==> config.mk <==
export PLATFORM = sky130hd
export DESIGN_NAME = tick_sequencer
export DESIGN_NICKNAME = d
export VERILOG_FILES = /design/src/rtl/tick_seq_pkg.sv /design/src/rtl/tick_sequencer_period_counter.sv /design/src/rtl/tick_sequencer.sv
export SDC_FILE = /design/constraint.sdc
export NUM_CORES = 1
export LEC_CHECK = 0
export ABC_AREA = 1
export BUFFER_PORTS_ARGS = -buffer_cell sky130_fd_sc_hd__clkbuf_2
export CORE_AREA = 2 2 136 138
export CTS_CLUSTER_DIAMETER = 100
export DETAILED_ROUTE_END_ITERATION = 10
export DIE_AREA = 0 0 138 140
export MAX_ROUTING_LAYER = met4
export PLACE_DENSITY = 0.66
export SLEW_MARGIN = 20
export SYNTH_ARGS = -nofsm -noshare
export SYNTH_HDL_FRONTEND = slang
export SYNTH_SLANG_ARGS = --single-unit
==> constraint.sdc <==
create_clock -name clk -period 3.8 [get_ports clk]
set_input_delay 0.19 -clock clk [delete_from_list [all_inputs] [get_ports clk]]
set_output_delay 0.19 -clock clk [all_outputs]
set_load 0.03 [all_outputs]
==> src/rtl/tick_seq_pkg.sv <==
// tick_seq_pkg -- shared constants for the tick sequencer.
//   ST_IDLE / ST_RUN / ST_DONE : sequencer state encoding (0 / 1 / 2)
//   STEPS_DEFAULT              : default number of sequence table entries
//   RPT_W                      : width of the per-entry repeat count
package tick_seq_pkg;

  localparam logic [1:0] ST_IDLE = 2'd0;
  localparam logic [1:0] ST_RUN  = 2'd1;
  localparam logic [1:0] ST_DONE = 2'd2;

  localparam int STEPS_DEFAULT = 4;
  localparam int RPT_W         = 8;

endpackage

==> src/rtl/tick_sequencer_period_counter.sv <==
// period_counter -- divide-by-(M+1) counter with square-ish output.
//   clk    : clock, rising edge
//   reset  : asynchronous active-low reset
//   en     : count enable (high while the sequencer runs)
//   clr    : synchronous clear of the count, wins over en
//   m      : divide value M; period is M+1 cycles
//   q      : 0 while cnt < M/2, 1 otherwise; 0 when not enabled
//   tick   : 1 in the cycle where cnt == M while enabled
module period_counter #(
  parameter int N = 24
) (
  input  logic         clk,
  input  logic         reset,
  input  logic         en,
  input  logic         clr,
  input  logic [N-1:0] m,
  output logic         q,
  output logic         tick
);

  logic [N-1:0] cnt;

  always_ff @(posedge clk or negedge reset) begin
    if (!reset) begin
      cnt <= '0;
    end else if (clr) begin
      cnt <= '0;
    end else if (en) begin
      cnt <= (cnt == m) ? '0 : cnt + N'(1);
    end
  end

  // With M=0 the count sits at 0 and 0 >= 0, so q stays 1 and every cycle ticks.
  assign q    = en && (cnt >= (m >> 1));
  assign tick = en && (cnt == m);

endmodule

==> src/rtl/tick_sequencer.sv <==
// tick_sequencer -- steps through a table of (divide M, repeat count) entries,
// producing a divided clock q and a tick pulse at every period end.
//   clk      : clock, rising edge
//   reset    : asynchronous active-low reset; clears FSM and the whole table
//   start    : begin the sequence at step 0 (from IDLE or DONE)
//   stop     : abort to IDLE (from RUN or DONE); beats start in the same cycle
//   cfg_wr   : table write strobe, honoured only outside RUN
//   cfg_addr : table entry index
//   cfg_div  : divide value M for the entry
//   cfg_rpt  : number of periods for the entry (0 behaves as 1)
//   q        : divided output, 0 outside RUN
//   tick     : one-cycle pulse at each period end
//   step     : active table entry
//   busy     : high in RUN
//   done     : high in DONE
// Build option: define TICK_SEQ_LOOP_EN to wrap from the last step back to
// step 0 instead of finishing in DONE.
// Handshake: start/stop/cfg_wr are level-sampled single-cycle strobes; each is
// acted on at the rising edge where it is high, no acknowledge is returned.
module tick_sequencer
  import tick_seq_pkg::*;
#(
  parameter int N     = 24,
  parameter int STEPS = STEPS_DEFAULT,
  localparam int AW   = (STEPS > 1) ? $clog2(STEPS) : 1
) (
  input  logic             clk,
  input  logic             reset,
  input  logic             start,
  input  logic             stop,
  input  logic             cfg_wr,
  input  logic [AW-1:0]    cfg_addr,
  input  logic [N-1:0]     cfg_div,
  input  logic [RPT_W-1:0] cfg_rpt,
  output logic             q,
  output logic             tick,
  output logic [AW-1:0]    step,
  output logic             busy,
  output logic             done
);

  localparam logic [AW-1:0] LAST_STEP = AW'(STEPS - 1);

  logic [N-1:0]     div_tab [STEPS];
  logic [RPT_W-1:0] rpt_tab [STEPS];

  logic [1:0]       state, state_n;
  logic [AW-1:0]    step_n;
  logic [RPT_W-1:0] pcount, pcount_n;
  logic             clr;
  logic [RPT_W-1:0] eff_rpt;
  logic [RPT_W:0]   pcount_inc;
  logic             last_period;

  // Table: cleared by reset, writable only while the sequence is not running.
  always_ff @(posedge clk or negedge reset) begin
    if (!reset) begin
      for (int i = 0; i < STEPS; i++) begin
        div_tab[i] <= '0;
        rpt_tab[i] <= '0;
      end
    end else if (cfg_wr && (state != ST_RUN)) begin
      div_tab[cfg_addr] <= cfg_div;
      rpt_tab[cfg_addr] <= cfg_rpt;
    end
  end

  // A repeat count of 0 runs one period, same as 1.
  assign eff_rpt     = (rpt_tab[step] == '0) ? RPT_W'(1) : rpt_tab[step];
  assign pcount_inc  = {1'b0, pcount} + {{RPT_W{1'b0}}, 1'b1};
  assign last_period = (pcount_inc >= {1'b0, eff_rpt});

  always_comb begin
    state_n  = state;
    step_n   = step;
    pcount_n = pcount;
    // Holding the counter cleared outside RUN guarantees cnt=0 on RUN entry.
    clr      = (state != ST_RUN);
    case (state)
      ST_IDLE, ST_DONE: begin
        if (stop) begin
          state_n  = ST_IDLE;
          step_n   = '0;
          pcount_n = '0;
        end else if (start) begin
          state_n  = ST_RUN;
          step_n   = '0;
          pcount_n = '0;
        end
      end
      ST_RUN: begin
        if (stop) begin
          state_n  = ST_IDLE;
          step_n   = '0;
          pcount_n = '0;
          clr      = 1'b1;
        end else if (tick) begin
          if (last_period) begin
            pcount_n = '0;
            clr      = 1'b1;
            if (step == LAST_STEP) begin
`ifdef TICK_SEQ_LOOP_EN
              step_n = '0;
`else
              state_n = ST_DONE;
`endif
            end else begin
              step_n = step + AW'(1);
            end
          end else begin
            pcount_n = pcount + RPT_W'(1);
          end
        end
      end
      default: begin
        state_n  = ST_IDLE;
        step_n   = '0;
        pcount_n = '0;
      end
    endcase
  end

  always_ff @(posedge clk or negedge reset) begin
    if (!reset) begin
      state  <= ST_IDLE;
      step   <= '0;
      pcount <= '0;
    end else begin
      state  <= state_n;
      step   <= step_n;
      pcount <= pcount_n;
    end
  end

  assign busy = (state == ST_RUN);
  assign done = (state == ST_DONE);

  period_counter #(.N(N)) u_period_counter (
    .clk   (clk),
    .reset (reset),
    .en    (busy),
    .clr   (clr),
    .m     (div_tab[step]),
    .q     (q),
    .tick  (tick)
  );

endmodule

==> out/results.tsv <==
metric	value	unit
final core area utilization	54.6	%
status	finished clean	
met3 wire length	672	um
worst slew pin tran	0.872	ns
cell count after synthesis	1125	
post-route minimum period	3.56	ns
Die Area	19300	sq um
RePlAce Congestion	0.862	
met2 routed WL	9470	um
CTS max path bufs	2	
critical path peak fanout	42	
number of remaining DRC errors	0	
Syn. warnings	0	
number of global-route vias before repair	6963	
Leakage	4.78	nW
Mapped Nets	1198	
sequential area share after synthesis	47.1	%
Max Freq	281	MHz
WP data required	3.61	ns
Place WS	0.697	ns
Clock Power Share	23.8	%
Die Y	140	um
fin crit share	93.7	%
core footprint	17800	sq um
VDD IR-drop max	0.437	mV
Layout area overhead	11.4	%
Sink Count	164	
wirelength, routed	20100	um
Int Power	4.49	mW
syn_area_per_cell	7.75	sq um
Slew headroom	41.8	%
worst hold start	cfg_rpt[6]	
Post-synth EDFFs	0	
Synth area leader	dfrtp_1	
Hold Path Sink	rpt_tab[6]	
post-DP HPWL	13600	um
Yosys top cell area share	47.1	%
Die Span X	138	um
Setup TNS	0	ns
Final Power	7.39	mW
largest net degree at the start of global routing	107	
Root Driver	clkbuf_16	
Rows	49	
max-cap violations	0	
Buffers on Ports	44	
Critical Path AT	3.37	ns
max layer used	met4	
Fillers	1748	
Sequential Power Share	39.1	%
starting density of the core	49.0	%
Logic pwr share	37.1	%
sw power	2.90	mW
r2r worst-path depth	15	
Worst-path clk slew	0.07	ns
clk_lat worst skew	0.44	ns
first-pass GRT wire length	34700	um
WHS Path Cells	3	
initial drt markers	390	
endpoint type of the worst setup path	primary output	
Seq cells post-synth	164	
Worst R2R Start	step[0]	
Area after DPL	9100	sq um
Fin Clk Skew	0.0138	ns
path type of the worst setup path	flip-flop to primary output	
DR pass1 iterations	5	
routed vias/inst	5.19	
CTS tree	built	
final setup margin	0.240	ns
setup slack, reg-to-reg	0.76	ns
sw frac	39.2	%
Synth cell types	34	
Final Setup Violations	0	
Met1 Routed Length	9700	um
initial antenna violation count	0	
Area contributors post-synth	dfrtp_1 (47%), nand2_1 (17%), o21ai_0 (7.8%)	
Slew Viols, Final	0	
CTS Buf Count	17	
FFs w/ async S/R, synth	100	%
Final Hold Fails	0	
CTS H-tree lvls	4	
I/O pins	45	
Setup Buffers After CTS	0	
HP Class	input pin to flip-flop	
Pwr Density	761	nW/um^2
CP Launch Type	flip-flop	
via count	7240	
Global Route Usage Sum	22.8	%
post-route ant nets	0	
WL per Instance	14.4	um
Synth Flop Type	dfrtp_1	
share of cells above drive strength 1	9.18	%
remaining global-route overflow	0	
ANT cells	0	
# nets final	1225	
Final Cell Area	9710	sq um
capturing point of the worst reg2reg path	step[0]	
mapped cell area	8720	sq um
RSZ-0062 raised after global routing	no	
-- state kept, by name, summed over array words and instances (netlist names) --
name / count
div_tab: 96
u_period_counter.cnt: 24
step: 2
rpt_tab: 32
pcount: 8
state: 2
-- timing repair --
action | 4_1_cts | 5_1_grt
endpoints found under the hold margin | 105 | 0
hold buffers | 1 | 0
endpoints found under the setup margin | 0 | 1
resized for setup | 0 | 1
-- final cells by class --
cell class              instances  area (sq um)  share of cell area, %
flip-flops and latches        164          4110                   42.3
multi-input cells             830          4070                   42.0
clock buffers                  17           425                   4.38
repair buffers                 56           338                   3.48
inverters                      83           312                   3.21
well taps                     229           287                   2.95
clock inverters                15           169                   1.74
-- cells in the mapped netlist, drive strengths merged, types with 10 or more instances --
cell type	count
o21ai	144
nand2	394
nand4	16
buf	23
xor2	17
a21oi	27
nand3b	10
nor3	12
nand3	80
inv	83
dfrtp	164
ha	34
clkbuf	25
nor2	72
-- metal layers --
layer,vias up,track usage [%]
li1,3730,-
met1,3383,30.2
met4,0,6.18
met5,-,-
met2,105,36.5
met3,22,4.00
-- through the flow --
step | cells | hold slack, ns
floorplan | 1125 | -0.106
global placement | 1361 | 0.408
detailed placement | 1361 | 0.401
CTS | 1394 | 0.0304
global route | 1394 | 0.0518
finish | 1394 | 0.0383
-- worst max path at each step --
stage                    to  slack [ns]  cells past startpoint  startpoint
floorplan           step[0]        0.93                     16     step[0]
global placement          q        0.76                     12     step[0]
detailed placement        q        0.70                     12     step[0]
CTS                       q        0.23                     12     step[0]
global route              q        0.03                     13     step[0]
finish                    q        0.24                     13     step[0]
-- placed cells by master (no fill, tap or decap), drive strengths merged, types with 3 or more instances in the layout --
cell      instances
o21ai           144
nand3b           10
nand2           394
xor2             17
nor3             12
buf              11
a32o              7
clkinv            3
nand4            16
clkbuf           61
nand3            80
a21oi            27
clkinvlp          3
nor4              4
nor2             72
inv              90
ha               34
dfrtp           164
-- worst max-delay path: stages, from the launching register on --
cell and delay [ns]:
dfrtp_2 0.57, inv_2 0.11, buf_4 0.39, nand2_1 0.14, nand3_1 0.11, nand2_1 0.09, ha_1 0.29, nand4_1 0.11
nor3_1 0.47, nand4_1 0.16, nand4_1 0.13, nand2_1 0.06, inv_1 0.08, clkbuf_2 0.20
-- power groups by stage --
stage                     registers (mW)  clock network (mW)  logic [mW]
after detailed placement            2.91                   0        2.75
after CTS                           2.89                1.78        2.77
final                               2.89                1.76        2.74
after floorplan                     2.79                   0        2.18
after global placement              2.90                   0        2.67
after global routing                2.98                1.86        3.25
-- cells by family (layout without fill, tap and decap cells) --
family          Yosys count  in the layout  synth area share (%)
flops                   164            164                  47.1
buf+inv                 131            171                  6.42
fa+ha+maj                34             34                  4.88
simple gates            592            592                  28.2
compound gates          186            186                  11.6
xor+xnor                 18             18                  1.81
Power figures use the tool's default switching activity.
